`config.mk`:
```
export PLATFORM = sky130hd
export DESIGN_NAME = axis_mm2s_downsizer
export DESIGN_NICKNAME = d
export VERILOG_FILES = /design/src/rtl/axis_mm2s_downsizer.sv
export SDC_FILE = /design/constraint.sdc
export NUM_CORES = 1
export LEC_CHECK = 0
export CORE_MARGIN = 2
export CORE_UTILIZATION = 25
export CTS_BUF_LIST = sky130_fd_sc_hd__clkbuf_16
export CTS_CLUSTER_DIAMETER = 120
export DETAILED_ROUTE_END_ITERATION = 8
export SKIP_CTS_REPAIR_TIMING = 1
export SLEW_MARGIN = 15
export SYNTH_ARGS = -nofsm -noshare
export SYNTH_HDL_FRONTEND = slang
export SYNTH_SLANG_ARGS = --single-unit
```
`constraint.sdc`:
```
create_clock -name CLK -period 2.28 [get_ports CLK]
set_input_delay 0.456 -clock CLK [delete_from_list [all_inputs] [get_ports CLK]]
set_output_delay 0.456 -clock CLK [all_outputs]
set_load 0.03 [all_outputs]
```
`src/rtl/axis_mm2s_downsizer.sv`:
```
// axis_mm2s_downsizer: splits each wide MM2S beat into two narrow AXI-Stream
// beats (lower half first). Halves with all-zero tkeep are dropped. A zero-keep
// beat carrying tlast becomes a single zero-keep tlast marker.
module axis_mm2s_downsizer #(
    parameter int unsigned SDATA_WIDTH = 256,
    parameter int unsigned MDATA_WIDTH = 128,
    parameter int unsigned KEEP_IN     = SDATA_WIDTH / 8,
    parameter int unsigned KEEP_OUT    = MDATA_WIDTH / 8,
    parameter int unsigned CNT_WIDTH   = 16
) (
    input  logic                   CLK,
    input  logic                   resetn,
    input  logic [SDATA_WIDTH-1:0] s_axis_mm2s_tdata,
    input  logic [KEEP_IN-1:0]     s_axis_mm2s_tkeep,
    input  logic                   s_axis_mm2s_tlast,
    input  logic                   s_axis_mm2s_tvalid,
    output logic                   s_axis_mm2s_tready,
    output logic [MDATA_WIDTH-1:0] m_axis_tdata,
    output logic [KEEP_OUT-1:0]    m_axis_tkeep,
    output logic                   m_axis_tlast,
    output logic                   m_axis_tvalid,
    input  logic                   m_axis_tready,
    output logic [CNT_WIDTH-1:0]   pkt_count
);

    localparam logic [1:0] StEmpty = 2'd0;
    localparam logic [1:0] StLow   = 2'd1;
    localparam logic [1:0] StHigh  = 2'd2;
    localparam logic [1:0] StNull  = 2'd3;

    localparam logic [CNT_WIDTH-1:0] CntOne = {{(CNT_WIDTH-1){1'b0}}, 1'b1};

    logic [1:0]             r_state;
    logic [1:0]             w_state_d;
    logic [SDATA_WIDTH-1:0] r_hold_data;
    logic [KEEP_IN-1:0]     r_hold_keep;
    logic                   r_hold_last;
    logic                   r_ready_en;
    logic [CNT_WIDTH-1:0]   r_pkt_count;

    logic                   w_hold_hi;
    logic                   w_in_lo;
    logic                   w_in_hi;
    logic [1:0]             w_load_state;
    logic                   w_m_hs;
    logic                   w_s_hs;
    logic                   w_final;

    assign w_hold_hi = |r_hold_keep[KEEP_IN-1:KEEP_OUT];
    assign w_in_lo   = |s_axis_mm2s_tkeep[KEEP_OUT-1:0];
    assign w_in_hi   = |s_axis_mm2s_tkeep[KEEP_IN-1:KEEP_OUT];

    // Output mux: EMPTY drives all zero so outputs are 0 during reset.
    always_comb begin
        m_axis_tdata  = '0;
        m_axis_tkeep  = '0;
        m_axis_tlast  = 1'b0;
        m_axis_tvalid = 1'b0;
        case (r_state)
            StLow: begin
                m_axis_tdata  = r_hold_data[MDATA_WIDTH-1:0];
                m_axis_tkeep  = r_hold_keep[KEEP_OUT-1:0];
                m_axis_tlast  = r_hold_last && !w_hold_hi;
                m_axis_tvalid = 1'b1;
            end
            StHigh: begin
                m_axis_tdata  = r_hold_data[SDATA_WIDTH-1:MDATA_WIDTH];
                m_axis_tkeep  = r_hold_keep[KEEP_IN-1:KEEP_OUT];
                m_axis_tlast  = r_hold_last;
                m_axis_tvalid = 1'b1;
            end
            StNull: begin
                m_axis_tlast  = 1'b1;
                m_axis_tvalid = 1'b1;
            end
            default: begin
                m_axis_tvalid = 1'b0;
            end
        endcase
    end

    assign w_m_hs  = m_axis_tvalid && m_axis_tready;
    // Last emitted half of the held beat leaves this cycle.
    assign w_final = w_m_hs && ((r_state == StHigh) || (r_state == StNull) ||
                                ((r_state == StLow) && !w_hold_hi));

    // m_tready -> s_tready is combinational so a new beat loads with no bubble.
    assign s_axis_mm2s_tready = r_ready_en && ((r_state == StEmpty) || w_final);
    assign w_s_hs             = s_axis_mm2s_tvalid && s_axis_mm2s_tready;
    assign pkt_count          = r_pkt_count;

    // State selected by the keep of an incoming beat.
    always_comb begin
        if (w_in_lo) begin
            w_load_state = StLow;
        end else if (w_in_hi) begin
            w_load_state = StHigh;
        end else if (s_axis_mm2s_tlast) begin
            w_load_state = StNull;
        end else begin
            w_load_state = StEmpty;
        end
    end

    // Next-state selection.
    always_comb begin
        w_state_d = r_state;
        if (w_s_hs) begin
            w_state_d = w_load_state;
        end else if (w_final) begin
            w_state_d = StEmpty;
        end else if (w_m_hs && (r_state == StLow)) begin
            w_state_d = StHigh;
        end
    end

    // State, holding register and ready enable.
    always_ff @(posedge CLK or negedge resetn) begin
        if (!resetn) begin
            r_state     <= StEmpty;
            r_hold_data <= '0;
            r_hold_keep <= '0;
            r_hold_last <= 1'b0;
            r_ready_en  <= 1'b0;
        end else begin
            r_state    <= w_state_d;
            r_ready_en <= 1'b1;
            if (w_s_hs) begin
                r_hold_data <= s_axis_mm2s_tdata;
                r_hold_keep <= s_axis_mm2s_tkeep;
                r_hold_last <= s_axis_mm2s_tlast;
            end
        end
    end

    // Packet counter: one per emitted tlast, wrapping.
    always_ff @(posedge CLK or negedge resetn) begin
        if (!resetn) begin
            r_pkt_count <= '0;
        end else if (w_m_hs && m_axis_tlast) begin
            r_pkt_count <= r_pkt_count + CntOne;
        end
    end

endmodule

```
==> flow_summary.json, run 1 <==
{
  "syn-cell-area_um2": 14800,
  "num-fill-cells": 5415,
  "portBuffers": 455,
  "intPower_w": 0.0223,
  "max_slew_margin_pct": 60.7,
  "worstPathArrival_ns": 2.30,
  "post-route-util_pct": 41.8,
  "vdd_drop_max_mv": 0.810,
  "reg2reg_depth": 13,
  "skew_ns": 0.0252,
  "grt_overflow": 0,
  "drive_above_1_share_pct": 47.7,
  "finalCritPeriodShare_pct": 121,
  "final_cell_mix": "dfrtp_1 (307), clkdlybuf4s50_1 (306), mux2_4 (288)",
  "combPwrFrac_pct": 54.8,
  "htree_levels": 2,
  "layout.cells.most_common": "dfrtp_1",
  "grt_pass1_wl_um": 69500,
  "clock_latency_ns": 0.55,
  "synth-edff-count": 0,
  "fin_nets": 1923,
  "drt_iter0_markers": 440,
  "setup_violations": 437,
  "clkTransAtPathRegs_ns": 0.07,
  "async_reset_ff_share_pct": 100,
  "finalCriticalPeriod_ns": 2.76,
  "slew_viol_final": 0,
  "root_buffer": "clkbuf_16",
  "cp-end-kind": "primary output",
  "r2r_start": "r_state[1]",
  "cts_buffers": 39,
  "maxCapViolCount": 0,
  "grt_pass1_vias": 11500,
  "synthCells": 1059,
  "yosys_most_used_dff": "dfrtp_1",
  "synth_cell_types": 33,
  "grt_max_degree": 63,
  "initial_core_util_pct": 25.2,
  "status": "finished, violations left",
  "syn-num-nets": 1358,
  "grtUsageTotal_pct": 14.7,
  "grt_antenna_before_repair": 7,
  "p_seq_share_pct": 29.0,
  "dpl.hpwl_um": 32900,
  "ios": 456,
  "synth_warnings": 0,
  "start_kind": "flop",
  "synth_area_per_cell_um2": 14.0,
  "area_growth_pct": 65.8,
  "clockBufferDepth": 3,
  "cp.required_ns": 1.82,
  "die_h_um": 248,
  "cts_tree": "built",
  "ant_nets": 0,
  "fmax_ghz": 0.362,
  "p_total_w": 0.0351,
  "violations": "setup timing",
  "rrSetupSlack_ns": -0.44,
  "drc": 0,
  "wl_per_cell_um": 22.6,
  "rows": 89,
  "p_switching_w": 0.0128,
  "cellLeakagePower_nw": 11.2,
  "hold_viol": 0,
  "crit_path_max_fanout": 8,
  "hold_path.class": "in2async",
  "avgViaCountPerCell": 4.61,
  "switching_share_pct": 36.5,
  "die-area_um2": 61300,
  "clkSinkCount": 308,
  "gp_congestion": 0.810,
  "wl_um": 55000,
  "core_area_um2": 58800,
  "die_w_um": 248,
  "vias": 11200,
  "ys_seq_area_share_pct": 52.0,
  "rsz0062_at_grt": "true",
  "reg2reg_to": "r_hold_data[102]",
  "setup_ws_ns": -0.481,
  "powerDensity_nw_per_um2": 1430,
  "worstMarginPinSlew_ns": 0.585,
  "crit_type": "reg2out",
  "clkPwrFrac_pct": 16.3,
  "dr.pass1.iters": 5,
  "ys_seq_elements": 308
}
worst max-delay path, stage by stage, from the launching register on:
cell     delay, ns
dfrtp_2       0.44
inv_2         0.09
buf_6         0.12
ha_4          0.24
buf_16        0.23
buf_16        0.15
a22oi_1       0.08
nor2b_1       0.18
buf_4         0.18
state kept, by name, summed over array words and instances, names as in the netlist:
| signal | count |
|---|---|
| r_ready_en | 1 |
| r_state | 2 |
| r_hold_data | 256 |
| pkt_count | 16 |
| r_hold_keep | 32 |
| r_hold_last | 1 |
through the flow:
step	instances	worst slack [ns]	instance area, um^2	TNS (ns)	hold slack (ns)
global route	2426	-0.579	24600	-215.21	0.483
finish	2428	-0.481	24600	-169.95	0.463
floorplan	1059	-0.0345	15000	-0.690	0.160
detailed placement	2282	-0.208	20700	-44.76	0.454
global placement	2282	-0.210	20700	-48.69	0.455
CTS	2352	-0.657	21800	-122.58	-0.139
per-layer routing:
| layer | vias to the layer above | share of wire (%) | GRT usage (%) |
|---|---|---|---|
| met5 | - | 0.13 | 0 |
| met4 | 10 | 2.3 | 4.86 |
| met3 | 86 | 6.2 | 3.84 |
| met2 | 340 | 47 | 23.7 |
| met1 | 5776 | 44 | 19.1 |
| li1 | 4982 | - | - |
cell type report:
class,count,area [um^2],share of cell area [%]
timing repair buffer,605,7190,29.2
antenna,2,5.00,0.0203
multi-input combinational,666,7550,30.7
tap,773,967,3.93
clock buffer,41,1030,4.17
clock inverter,29,134,0.544
sequential,308,7710,31.3
inverter,4,15.0,0.0610
power by group through the flow:
stage               Combinational (W)  Clock [W]  Sequential (W)
floorplan                     0.00988          0         0.00934
global placement               0.0146          0         0.00978
detailed placement             0.0148          0         0.00984
CTS                            0.0148    0.00591         0.00982
global route                   0.0203    0.00613          0.0105
finish                         0.0192    0.00571          0.0102
logic make-up after synthesis:
group / synth area share, %
mux: 27.1
buf+inv: 3.67
flops: 52.0
compound gates: 7.94
xor+xnor: 0.886
fa+ha+maj: 0.506
other cells: 0.0253
simple gates: 7.94
how the worst max path moves through the flow:
stage / from / endpoint / slack, ns
2_1_floorplan: r_state[0] / m_axis_tdata[28] / -0.03
3_3_place_gp: r_state[1] / r_hold_data[186] / -0.21
3_5_place_dp: r_state[1] / r_hold_data[155] / -0.21
4_1_cts: r_state[0] / m_axis_tdata[53] / -0.66
5_1_grt: r_state[0] / s_axis_mm2s_tready / -0.58
6_report: r_state[0] / m_axis_tdata[76] / -0.48
cells in the mapped netlist (all sizes together), types with 6 or more instances:
cell / n / share of area (%)
buf: 37 / 2.5
dfrtp: 308 / 52
nor4: 11 / 0.46
clkbuf: 44 / 1.1
nand3: 7 / 0.24
ha: 6 / 0.51
mux2: 290 / 27
nor2b: 144 / 6.1
nand2: 12 / 0.30
a22oi: 144 / 7.3
o21ai: 6 / 0.20
xnor2: 14 / 0.83
nand4: 11 / 0.46
Power figures use the tool's default switching activity.
==> run 2, diff against run 1 <==
CORE_UTILIZATION = 48   (was 25)
PLACE_DENSITY = 0.82   (was unset)
==> run 2 against run 1 <==
  * The run still ends with setup timing left
  * Wire length is 5.8% lower
  * Clock power grew 1%
  * Count of clock-buffer cells in the layout is 4 lower
  * Setup slack better by 0.18 ns
  * Cell count is 18% lower
  * Fmax grew 7.0%
  * Critical path type unchanged
  * Largest power group unchanged
==> flow_summary.json, run 2 (synthesized netlist as in run 1, its figures left out) <==
{
  "status": "finished, violations left",
  "violations": "setup timing",
  "fmax_ghz": 0.387,
  "ios": 456,
  "cts_tree": "built",
  "clkTransAtPathRegs_ns": 0.06,
  "rows": 64,
  "avgViaCountPerCell": 5.81,
  "rsz0062_at_grt": "true",
  "largest_reg_flops": 256,
  "grt_overflow": 0,
  "worstMarginPinSlew_ns": 0.653,
  "cp-end-kind": "primary output",
  "die-area_um2": 32300,
  "setup_ws_ns": -0.301,
  "ant_nets": 0,
  "reg2reg_depth": 10,
  "portBuffers": 455,
  "slew_viol_final": 0,
  "wl_per_cell_um": 25.9,
  "post-route-util_pct": 75.4,
  "grtUsageTotal_pct": 26.0,
  "crit_path_max_fanout": 9,
  "final_cell_area_um2": 23000,
  "layout.cells.most_common": "dfrtp_1",
  "drc": 0,
  "placed_area_um2": 19900,
  "dr.pass1.iters": 5,
  "drt_iter0_markers": 700,
  "grt_pass1_vias": 11600,
  "cts_buffers": 35,
  "r2r_start": "r_state[1]",
  "vdd_drop_max_mv": 0.839,
  "worstPathArrival_ns": 2.12,
  "root_buffer": "clkbuf_16",
  "dpl.hpwl_um": 30300,
  "gp_congestion": 0.851,
  "critPathMaxStageDelay_ns": 0.40,
  "multi_input_area_um2": 7450,
  "wl_um": 51800,
  "layout.cells.non_filler": 1997,
  "reg2reg_to": "r_hold_data[137]",
  "finalCriticalPeriod_ns": 2.58,
  "grt_max_degree": 69,
  "clock_latency_ns": 0.51,
  "htree_levels": 2,
  "die_w_um": 180,
  "grt_antenna_before_repair": 8,
  "final_cell_mix": "dfrtp_1 (308), clkdlybuf4s50_1 (307), mux2_4 (221)",
  "start_kind": "flop",
  "maxCapViolCount": 0,
  "cellLeakagePower_nw": 10.4,
  "crit_type": "reg2out",
  "max_slew_margin_pct": 56.2,
  "initial_core_util_pct": 48.6,
  "hold_viol": 0,
  "path_cells": "inv_2, buf_6, ha_4, buf_12, buf_16, a22oi_2, nor2b_1, buf_4",
  "setup_violations": 434,
  "largest_register": "r_hold_data",
  "die_h_um": 180,
  "powerDensity_nw_per_um2": 1490,
  "rrSetupSlack_ns": -0.16,
  "fin_nets": 1869,
  "drive_above_1_share_pct": 42.4,
  "clkSinkCount": 308,
  "cp.required_ns": 1.82,
  "finalCritPeriodShare_pct": 113,
  "dpl_worst_slack_ns": -0.0942,
  "tns_ns": -60.06,
  "area_growth_pct": 55.0,
  "vias": 11600,
  "regArea_um2": 7710,
  "clockBufferDepth": 3,
  "skew_ns": 0.0181,
  "crit_slowest_cell": "dfrtp_1",
  "hold_path.class": "in2async",
  "grt_pass1_wl_um": 67000,
  "place_inst": 1883,
  "core_area_um2": 30500,
  "num-fill-cells": 1767
}
-- run 2: cell count changes in the layout (fill, tap and decap cells not counted), sizes merged --
cell and change:
buf -38, bufinv +5, clkbuf -17, clkdlybuf4s50 +1, clkinvlp -2, diode +4, inv -7
-- run 2: worst max-delay path, delay by kind of cell (launching register included) --
family	cells	cell delay (ns)
AND/OR/NAND/NOR	1	0.19
AO/OA/AOI/OAI	1	0.08
flip-flops	1	0.40
adder cells (fa/ha/maj)	1	0.21
buffers and inverters	5	0.73
-- run 2: through the flow --
stage / hold slack, ns / total power [W]
floorplan: 0.160 / 0.0192
finish: 0.483 / 0.0342
detailed placement: 0.394 / 0.0242
global placement: 0.399 / 0.0238
global route: 0.481 / 0.0356
CTS: -0.143 / 0.0301
-- run 2: cell type report --
class / instances / share of cell area [%]
antenna: 6 / 0.0653
tap: 396 / 2.16
inverter: 4 / 0.0653
sequential: 308 / 33.5
clock inverter: 25 / 1.02
clock buffer: 37 / 4.03
multi-input combinational: 666 / 32.4
timing repair buffer: 555 / 26.8
-- run 2: worst max path at each step --
stage | from | endpoint | slack [ns]
finish | r_state[0] | m_axis_tdata[57] | -0.30
global route | r_state[1] | m_axis_tdata[15] | -0.38
global placement | r_state[1] | r_hold_data[151] | 0.006
CTS | r_state[1] | s_axis_mm2s_tready | -0.45
floorplan | r_state[0] | m_axis_tdata[28] | -0.03
detailed placement | r_state[1] | r_hold_data[146] | -0.09
-- run 2: report_power, final --
| part | leakage (nW) | internal [W] | switching [W] | total [W] |
|---|---|---|---|---|
| combinational | 6.10 | 0.00984 | 0.00828 | 0.0181 |
| clock | 0.580 | 0.00348 | 0.00228 | 0.00577 |
| sequential | 3.69 | 0.00816 | 0.00213 | 0.0103 |
-- run 2: metal layers --
layer,vias to the layer above,routed length [um],track usage (%)
li1,4868,-,-
met1,6003,20500,33.4
met2,589,25400,42.5
met3,141,3360,5.69
met4,0,2510,11.4
met5,-,0,0
